## src/rtl/bitwise_defs.sv

```systemverilog
// Shared encodings for the sliced bitwise logic unit.
// Holds the operation codes and FSM state encodings.
package bitwise_defs;

    typedef enum logic [1:0] {
        OP_AND = 2'b00,
        OP_OR  = 2'b01,
        OP_XOR = 2'b10,
        OP_NOR = 2'b11
    } op_e;

    typedef enum logic [1:0] {
        IDLE = 2'b00,
        RUN  = 2'b01,
        DONE = 2'b10
    } state_e;

endpackage

```

## src/rtl/bitwise_slice.sv

```systemverilog
// One SLICE-bit lane of the bitwise unit: applies op to a/b
// and returns the slice result (res) and its population count (pop).
module bitwise_slice
    import bitwise_defs::*;
#(
    parameter int SLICE = 8
) (
    input  logic [SLICE-1:0]           a,
    input  logic [SLICE-1:0]           b,
    input  op_e                        op,
    output logic [SLICE-1:0]           res,
    output logic [$clog2(SLICE+1)-1:0] pop
);

    localparam int PW = $clog2(SLICE + 1);

    always_comb begin
        res = '0;
        unique case (op)
            OP_AND: res = a & b;
            OP_OR:  res = a | b;
            OP_XOR: res = a ^ b;
            OP_NOR: res = ~(a | b);
        endcase
    end

    always_comb begin
        pop = '0;
        for (int i = 0; i < SLICE; i++) begin
            pop = pop + PW'(res[i]);
        end
    end

endmodule

```

## src/rtl/bitwise_seq.sv

```systemverilog
// Multi-cycle AND/OR/XOR/NOR unit, SLICE bits per cycle, LSB first.
// Ports: clock, reset_n, start/op/data_a/data_b in; busy, result_rdy,
// result, zero, popcount out (outputs held until the next completion).
module bitwise_seq
    import bitwise_defs::*;
#(
    parameter int WIDTH = 32,
    parameter int SLICE = 8
) (
    input  logic                       clock,
    input  logic                       reset_n,
    input  logic                       start,
    input  logic [1:0]                 op,
    input  logic [WIDTH-1:0]           data_a,
    input  logic [WIDTH-1:0]           data_b,
    output logic                       busy,
    output logic                       result_rdy,
    output logic [WIDTH-1:0]           result,
    output logic                       zero,
    output logic [$clog2(WIDTH+1)-1:0] popcount
);

    localparam int N   = WIDTH / SLICE;
    localparam int KW  = (N > 1) ? $clog2(N) : 1;
    localparam int PW  = $clog2(WIDTH + 1);
    localparam int SPW = $clog2(SLICE + 1);

    state_e            state_q, state_d;
    logic [KW-1:0]     k_q, k_d;
    logic [WIDTH-1:0]  a_q, a_d;
    logic [WIDTH-1:0]  b_q, b_d;
    op_e               op_q, op_d;
    logic [WIDTH-1:0]  work_q, work_d;
    logic [PW-1:0]     acc_q, acc_d;
    logic [WIDTH-1:0]  result_q, result_d;
    logic [PW-1:0]     pop_q, pop_d;
    logic              zero_q, zero_d;

    logic [SLICE-1:0]  s_a, s_b, s_res;
    logic [SPW-1:0]    s_pop;
    logic              last;

    assign s_a  = a_q[k_q*SLICE +: SLICE];
    assign s_b  = b_q[k_q*SLICE +: SLICE];
    assign last = (k_q == KW'(N - 1));

    bitwise_slice #(
        .SLICE (SLICE)
    ) u_slice (
        .a   (s_a),
        .b   (s_b),
        .op  (op_q),
        .res (s_res),
        .pop (s_pop)
    );

    always_comb begin
        state_d  = state_q;
        k_d      = k_q;
        a_d      = a_q;
        b_d      = b_q;
        op_d     = op_q;
        work_d   = work_q;
        acc_d    = acc_q;
        result_d = result_q;
        pop_d    = pop_q;
        zero_d   = zero_q;
        unique case (state_q)
            IDLE, DONE: begin
                state_d = IDLE;
                // A start in DONE chains straight into the next RUN.
                if (start) begin
                    state_d = RUN;
                    a_d     = data_a;
                    b_d     = data_b;
                    op_d    = op_e'(op);
                    k_d     = '0;
                    work_d  = '0;
                    acc_d   = '0;
                end
            end
            RUN: begin
                work_d[k_q*SLICE +: SLICE] = s_res;
                acc_d = acc_q + PW'(s_pop);
                k_d   = k_q + KW'(1);
                // Final slice: publish the merged word on DONE entry.
                if (last) begin
                    state_d  = DONE;
                    result_d = work_d;
                    pop_d    = acc_d;
                    zero_d   = (acc_d == '0);
                end
            end
            default: state_d = IDLE;
        endcase
    end

    always_ff @(posedge clock or negedge reset_n) begin
        if (!reset_n) begin
            state_q  <= IDLE;
            k_q      <= '0;
            a_q      <= '0;
            b_q      <= '0;
            op_q     <= OP_AND;
            work_q   <= '0;
            acc_q    <= '0;
            result_q <= '0;
            pop_q    <= '0;
            zero_q   <= 1'b1;
        end else begin
            state_q  <= state_d;
            k_q      <= k_d;
            a_q      <= a_d;
            b_q      <= b_d;
            op_q     <= op_d;
            work_q   <= work_d;
            acc_q    <= acc_d;
            result_q <= result_d;
            pop_q    <= pop_d;
            zero_q   <= zero_d;
        end
    end

    assign busy       = (state_q == RUN);
    assign result_rdy = (state_q == DONE);
    assign result     = result_q;
    assign zero       = zero_q;
    assign popcount   = pop_q;

endmodule

```

## config.mk

```make
export PLATFORM = sky130hd
export DESIGN_NAME = bitwise_seq
export DESIGN_NICKNAME = d
export VERILOG_FILES = /design/src/rtl/bitwise_defs.sv /design/src/rtl/bitwise_slice.sv /design/src/rtl/bitwise_seq.sv
export SDC_FILE = /design/constraint.sdc
export NUM_CORES = 1
export LEC_CHECK = 0
export ABC_CLOCK_PERIOD_IN_PS = 5600
export CAP_MARGIN = 20
export CORE_MARGIN = 2
export CORE_UTILIZATION = 49
export DETAILED_ROUTE_END_ITERATION = 6
export HOLD_SLACK_MARGIN = 0.06
export PLACE_DENSITY = 0.76
export SLEW_MARGIN = 0
export SYNTH_ARGS = -nofsm -noshare
export SYNTH_HDL_FRONTEND = slang
export SYNTH_HIERARCHICAL = 1
export SYNTH_SLANG_ARGS = --single-unit
```

## constraint.sdc

```tcl
create_clock -name clock -period 5.6 [get_ports clock]
set_clock_uncertainty 0.2 [all_clocks]
set_input_delay 0.84 -clock clock [delete_from_list [all_inputs] [get_ports clock]]
set_output_delay 0.84 -clock clock [all_outputs]
set_load 0.01 [all_outputs]
```

==> metrics.cfg, run 1 <==
[critical_path]
crit_family = adder cells
endpoint = zero
worst-endpoint-arrival_ns = 5.60
setup.worst_path.class = reg -> reg
ff2ff_setup_slack_ns = 0.15
setup.worst_path.end_class = register
crit_path_launch = k_q[0]
cp_data_required_time_ns = 5.76
worst_path_max_delay_cell = sky130_fd_sc_hd__fa_1
worstPathCellList = buf_6, mux4_2, inv_2, ha_4, mux2i_2, mux2i_2, fa_1, inv_1, fa_1, fa_1, inv_1, ha_2, inv_2, fa_1, inv_2, fa_2, a21o_1, a21oi_2, xnor2_2, nor2_1, a32o_1
crit_fanout = 5
r2r.worst_path.cells = 21
worst_path_largest_cell_delay_ns = 0.56
critical_path.reg2reg.startpoint = k_q[0]
crit-reg2reg-capture = zero
crit_buf_inv = 6
critical_path.startpoint_type = register
crit_cells = 21
crit_top_cell = sky130_fd_sc_hd__fa_1

[synth]
yosys-top-cells-count = 146 x sky130_fd_sc_hd__dfrtp_1, 75 x sky130_fd_sc_hd__mux2_2, 40 x sky130_fd_sc_hd__nand2_1
netlist.top_cell.by_area = sky130_fd_sc_hd__dfrtp_1
postSynthNetCount = 669
synthesis.instances = 566
postSynthAreaPerCell_sq_um = 12.6
synth-main-ff-cell = sky130_fd_sc_hd__dfrtp_1
yosysSeqAreaShare = 0.515
yosysTopAreaCellShare = 0.511
synth_async_sr_flop_share = 1.00
count_of_flip_flops_with_a_built_in_enable_after_synthesis = 0
yosys_register_bits = 147
yosys_warnings = 6
synthMostInstantiatedCell = sky130_fd_sc_hd__dfrtp_1
post_synth_instance_area_sq_mm = 0.00714
yosys-top-cells-area = sky130_fd_sc_hd__dfrtp_1 51%, sky130_fd_sc_hd__mux2_2 12%, sky130_fd_sc_hd__ha_1 5.1%
synth.lib_cells_used.distinct = 35

[clock_network]
cts_sinks = 147
ctsHtreeMaxLevel = 4
clock_tree.buffer_depth = 2
clock-root-buffer = sky130_fd_sc_hd__clkbuf_16
clkTransAtPathRegs_ns = 0.06
clock_insertion_delay_worst_skew_ns = 0.43
tritoncts_buffers = 17
cts_tree = yes

[drt]
route.antenna.remaining_nets = 0
dr_total_vias = 4790
wire_per_inst_microns = 17.5
met3_length_microns = 603
post-route-drc-count = 0
drt-vias-per-instance = 5.45
wl_met2_microns = 7730
finalWirelength_microns = 15300
wl_met1_microns = 6690
routed.top_layer = met4
drt-initial-drc-count = 281
1st_pass_router_iterations = 4

[floorplan]
die_w_microns = 125
rows = 44
num_io_pins = 110
design.die.area_sq_mm = 0.0156
dieHeight_microns = 125
initial_utilization = 0.497
floorplan.core_area_sq_mm = 0.0144

[timing]
hold_violation_count_in_the_final_report = 0
final_min_period_over_clock_period = 0.972
finalCriticalPeriod_ns = 5.45
final_critical_path_setup_slack_ns = 0.154
finalSetupViolations = 0
totalNegativeSetupSlack_ns = 0
max_slew.worst_pin.slew_ns = 0.839
grt_setup_unrepaired = yes
report.final.slew_viol_count = 0
fmax_mhz = 184
timing.max_slew.rel_slack = 0.439

[placed_design]
hpwl_microns = 10500
place_worst_setup_slack_ns = -0.0581
placement.io_buffers = 109
place_inst = 837
gp_routability_congestion = 0.811

[grt]
wire_length_of_the_first_global_routing_pass_microns = 25600
grt_pass1_vias = 5034
largest_net_degree_at_the_start_of_global_routing = 113
grt.overflow.total = 0
grt_antenna_before_repair = 0
grt_overall_usage = 0.208

[layout]
areaGrowthSynthToFinish_pct = 28.5
layout.nets = 785
multi_input_area_sq_mm = 0.00324
area.sequential_sq_mm = 0.00368
final_util = 0.639
post_route_cells_drive_above_1_share = 0.246
fillers = 1082
finalNonFillerCells = 879
insertedDiodeCount = 0

[status]
status = finished, final reports clean

[job]
max_capacitance_violation_total = 0

[min_path]
hold_path.class = in -> async

-- layer usage --
layer / track usage / vias up
li1: - / 2232
met1: 0.263 / 2419
met2: 0.353 / 113
met3: 0.0464 / 26
met4: 0.0767 / 0
met5: 0 / -
-- how the worst min path moves through the flow --
stage	to	slack, ns	cells after the start
6_report	a_q[4]	0.09	1
5_1_grt	a_q[15]	0.10	1
4_1_cts	result[1]	0.28	2
3_5_place_dp	result[1]	0.27	2
3_3_place_gp	result[3]	0.26	2
2_1_floorplan	work_q[24]	0.26	1
-- worst reg2reg max path, stage by stage (launching register included) --
cell and delay [ns]:
sky130_fd_sc_hd__dfrtp_2 0.36, sky130_fd_sc_hd__buf_6 0.14, sky130_fd_sc_hd__mux4_2 0.54, sky130_fd_sc_hd__inv_2 0.10, sky130_fd_sc_hd__ha_4 0.20, sky130_fd_sc_hd__mux2i_2 0.15
sky130_fd_sc_hd__mux2i_2 0.12, sky130_fd_sc_hd__fa_1 0.56, sky130_fd_sc_hd__inv_1 0.05, sky130_fd_sc_hd__fa_1 0.45, sky130_fd_sc_hd__fa_1 0.47, sky130_fd_sc_hd__inv_1 0.08
sky130_fd_sc_hd__ha_2 0.19, sky130_fd_sc_hd__inv_2 0.05, sky130_fd_sc_hd__fa_1 0.50, sky130_fd_sc_hd__inv_2 0.05, sky130_fd_sc_hd__fa_2 0.33, sky130_fd_sc_hd__a21o_1 0.20
sky130_fd_sc_hd__a21oi_2 0.18, sky130_fd_sc_hd__xnor2_2 0.16, sky130_fd_sc_hd__nor2_1 0.07, sky130_fd_sc_hd__a32o_1 0.25
-- cell families (layout without fill, tap and decap cells) --
| logic type | Yosys count | in the layout | synth area share |
|---|---|---|---|
| flip-flops | 147 | 147 | 0.515 |
| XOR/XNOR | 13 | 13 | 0.0159 |
| multiplexers | 107 | 107 | 0.194 |
| AND/OR/NAND/NOR | 87 | 87 | 0.0676 |
| buffers and inverters | 61 | 190 | 0.0389 |
| adder cells (fa/ha/maj) | 34 | 34 | 0.0648 |
| AO/OA/AOI/OAI | 117 | 117 | 0.104 |
-- cells in the final DEF, fill, tap and decap left out, drive strengths merged, types with 5 or more instances in the layout --
| cell | netlist | routed |
|---|---|---|
| a21oi | 39 | 39 |
| nand2 | 40 | 40 |
| inv | 27 | 27 |
| fa | 5 | 5 |
| buf | 22 | 22 |
| a22o | 38 | 38 |
| nor2b | 35 | 35 |
| clkdlybuf4s50 | 0 | 108 |
| dfrtp | 146 | 146 |
| o21ai | 36 | 36 |
| ha | 29 | 29 |
| xor2 | 5 | 5 |
| mux4 | 16 | 16 |
| xnor2 | 8 | 8 |
| clkbuf | 12 | 24 |
| mux2 | 79 | 79 |
| mux2i | 12 | 12 |
-- metrics by stage --
step,hold slack (ns),cell area [sq um]
2_1_floorplan,0.258,7150
3_5_place_dp,0.269,8390
5_1_grt,0.104,9180
6_report,0.0858,9180
4_1_cts,0.283,9060
3_3_place_gp,0.263,8390
-- cell type report --
| class | count | area share |
|---|---|---|
| clock buffers | 23 | 0.0521 |
| clock inverters | 9 | 0.0165 |
| inverters | 27 | 0.0110 |
| multi-input cells | 358 | 0.353 |
| flip-flops and latches | 147 | 0.401 |
| well taps | 184 | 0.0251 |
| repair buffers | 131 | 0.141 |
-- state kept, by name, indices dropped and copies added, names as in the netlist --
name      count
acc_q         6
result       32
state_q       2
zero          1
popcount      6
b_q          32
work_q       32
a_q          32
op_q          2
k_q           2
-- repair_timing --
item / CTS / global route
setup endpoints to repair: 3 / 6
gates resized for setup: 2 / 17
pin swaps: 0 / 8
buffers inserted: 4 / 3
hold endpoints to repair: 0 / 0
hold buffers: 0 / 0
gates cloned: 0 / 0
Power of run 1 is left out: the tool's default activity adds up to more than one toggle a clock period on the data nets, which glitch-free logic cannot reach.
==> run 2: changes to the inputs <==
--- a/config.mk
+++ b/config.mk
@@ -12,7 +12,7 @@
 export DETAILED_ROUTE_END_ITERATION = 6
 export HOLD_SLACK_MARGIN = 0.06
 export PLACE_DENSITY = 0.76
-export SLEW_MARGIN = 0
+export RECOVER_POWER = 100
 export SYNTH_ARGS = -nofsm -noshare
 export SYNTH_HDL_FRONTEND = slang
 export SYNTH_HIERARCHICAL = 1
==> metrics.cfg, run 2 (synthesis results as in run 1) <==
[status]
status = finished with violations  ; was finished, final reports clean
failed_checks = capacitance limit, slew limit

[timing]
finalSetupViolations = 0  ; unchanged
totalNegativeSetupSlack_ns = 0  ; unchanged
final_min_period_over_clock_period = 0.973  ; was 0.972
report.final.slew_viol_count = 212  ; was 0
timing.max_slew.rel_slack = -0.699  ; was 0.439
hold_violation_count_in_the_final_report = 0  ; unchanged
max_slew.worst_pin.slew_ns = 2.54  ; was 0.839 ns
holdWs_ns = 0.270  ; was 0.0858 ns
finalCriticalPeriod_ns = 5.45  ; about the same
grt_setup_unrepaired = yes  ; unchanged
fmax_mhz = 184  ; about the same

[critical_path]
r2r.worst_path.cells = 21  ; unchanged
worstPathCellList = buf_6, mux4_2, inv_2, ha_4, mux2i_2, mux2i_2, fa_1, inv_1, fa_1, fa_1, inv_1, ha_2, inv_2, fa_1, inv_2, fa_2, a21o_1, a21oi_2, xnor2_2, nor2_1, a32o_1  ; unchanged
endpoint = zero  ; unchanged
crit_fanout = 5  ; unchanged
critical_path.reg2reg.startpoint = k_q[0]  ; unchanged
setup.worst_path.class = reg -> reg  ; unchanged
crit_top_cell = sky130_fd_sc_hd__fa_1  ; unchanged
setup.worst_path.end_class = register  ; unchanged
critical_path.startpoint_type = register  ; unchanged
worst_path_largest_cell_delay_ns = 0.56  ; about the same
worst-endpoint-arrival_ns = 5.60  ; about the same
worst_path_max_delay_cell = sky130_fd_sc_hd__fa_1  ; unchanged
crit-reg2reg-capture = zero  ; unchanged
cp_data_required_time_ns = 5.75  ; was 5.76 ns
ff2ff_setup_slack_ns = 0.15  ; about the same
crit_path_launch = k_q[0]  ; unchanged

[clock_network]
clock-root-buffer = sky130_fd_sc_hd__clkbuf_16  ; unchanged
clock_tree.buffer_depth = 2  ; unchanged
cts_sinks = 147  ; unchanged
cts_tree = yes  ; unchanged
ctsHtreeMaxLevel = 4  ; unchanged
clock_insertion_delay_worst_skew_ns = 0.42  ; was 0.43 ns
cts_hold_buf = 0  ; unchanged
clkTransAtPathRegs_ns = 0.06  ; about the same
tritoncts_buffers = 17  ; unchanged

[floorplan]
design.die.area_sq_mm = 0.0156  ; unchanged
rows = 44  ; unchanged
floorplan.core_area_sq_mm = 0.0144  ; unchanged
die_w_microns = 125  ; unchanged
initial_utilization = 0.497  ; unchanged
num_io_pins = 110  ; unchanged
dieHeight_microns = 125  ; unchanged

[layout]
finalNonFillerCells = 879  ; unchanged
post_route_cells_drive_above_1_share = 0.236  ; was 0.246
leading_cell_type_in_the_layout_fill_and_taps_excluded = sky130_fd_sc_hd__dfrtp_1  ; unchanged
fillers = 1089  ; was 1,082
fin_area_sq_mm = 0.00911  ; was 0.00918 sq mm
insertedDiodeCount = 0  ; unchanged
layout.nets = 785  ; unchanged
commonest_cells_after_routing_fill_and_taps_aside = 145 x sky130_fd_sc_hd__dfrtp_1, 74 x sky130_fd_sc_hd__mux2_2, 66 x sky130_fd_sc_hd__clkdlybuf4s50_1, 42 x sky130_fd_sc_hd__dlygate4sd3_1, 40 x sky130_fd_sc_hd__nand2_1  ; was 145 x sky130_fd_sc_hd__dfrtp_1, 108 x sky130_fd_sc_hd__clkdlybuf4s50_1, 75 x sky130_fd_sc_hd__mux2_2, 39 x sky130_fd_sc_hd__nand2_1, 38 x sky130_fd_sc_hd__a22o_1
areaGrowthSynthToFinish_pct = 27.5  ; was 28.5%

[grt]
grt_antenna_before_repair = 0  ; unchanged
grt.overflow.total = 0  ; unchanged
wire_length_of_the_first_global_routing_pass_microns = 25600  ; unchanged
largest_net_degree_at_the_start_of_global_routing = 113  ; unchanged
grt_pass1_vias = 5034  ; unchanged
grt_overall_usage = 0.208  ; unchanged

[drt]
finalWirelength_microns = 15300  ; about the same
drt-vias-per-instance = 5.49  ; was 5.45
1st_pass_router_iterations = 4  ; unchanged
wire_per_inst_microns = 17.4  ; was 17.5 microns
drt-initial-drc-count = 254  ; was 281
route.antenna.remaining_nets = 0  ; unchanged
dr_total_vias = 4822  ; was 4,790
post-route-drc-count = 0  ; unchanged

[min_path]
hp-start = result[1]
hold_path.class = reg -> reg  ; was in -> async

[placed_design]
place_inst = 837  ; unchanged
gp_routability_congestion = 0.811  ; unchanged
hpwl_microns = 10500  ; unchanged
post_dp_cell_area_sq_mm = 0.00839  ; unchanged
placement.io_buffers = 109  ; unchanged

[job]
max_capacitance_violation_total = 4  ; was 0

-- run 2: what timing repair did --
action | 4_1_cts | 5_1_grt
pin swaps | 0 | 8
setup buffers | 4 | 3
setup endpoints to repair | 3 | 6
resized for setup | 2 | 17
gates cloned | 0 | 0
-- run 2: routing by layer --
layer,wire length [microns],vias to the layer above,global-route usage
met5,0,-,0
met4,262,0,0.0767
met3,742,21,0.0464
met2,7650,136,0.353
met1,6650,2433,0.263
li1,-,2232,-
-- run 2: cell type report --
class / count / area (sq um) / area share
clock buffer: 23 / 478 / 0.0525
multi-input combinational: 358 / 3230 / 0.355
inverter: 27 / 101 / 0.0111
clock inverter: 9 / 151 / 0.0166
sequential: 147 / 3680 / 0.404
tap: 184 / 230 / 0.0253
timing repair buffer: 131 / 1230 / 0.135
-- run 2: worst min-delay path by stage --
stage          slack [ns]         end  cells past startpoint
6_report             0.27   result[1]                      2
2_1_floorplan        0.26  work_q[24]                      1
3_5_place_dp         0.27   result[1]                      2
3_3_place_gp         0.26   result[3]                      2
5_1_grt              0.29   result[6]                      2
4_1_cts              0.28   result[1]                      2
-- run 2: stage by stage --
step	setup WS, ns	util
final	0.152	0.634
after global routing	-0.0469	0.634
after CTS	0.0339	0.631
after detailed placement	-0.0581	0.584
after global placement	0.0830	0.584
after floorplan	0.0131	-
-- run 2: worst max-delay path, delay by kind of cell, from the launching register on --
kind | cells | cell delay [ns]
fa+ha+maj | 7 | 2.69
xor+xnor | 1 | 0.16
compound gates | 3 | 0.63
buf+inv | 6 | 0.46
flops | 1 | 0.36
mux | 3 | 0.81
simple gates | 1 | 0.07
Power of run 2 is left out for the same reason.
==> run 3: changes to the inputs <==
--- a/config.mk
+++ b/config.mk
@@ -13,6 +13,7 @@
 export HOLD_SLACK_MARGIN = 0.06
 export PLACE_DENSITY = 0.76
 export RECOVER_POWER = 100
+export SKIP_LAST_GASP = 1
 export SYNTH_ARGS = -nofsm -noshare
 export SYNTH_HDL_FRONTEND = slang
 export SYNTH_HIERARCHICAL = 1
==> results of run 3 <==
Same layout as run 2: the final DEF is identical, and so are final timing and power.
Power of run 3 is left out for the same reason.
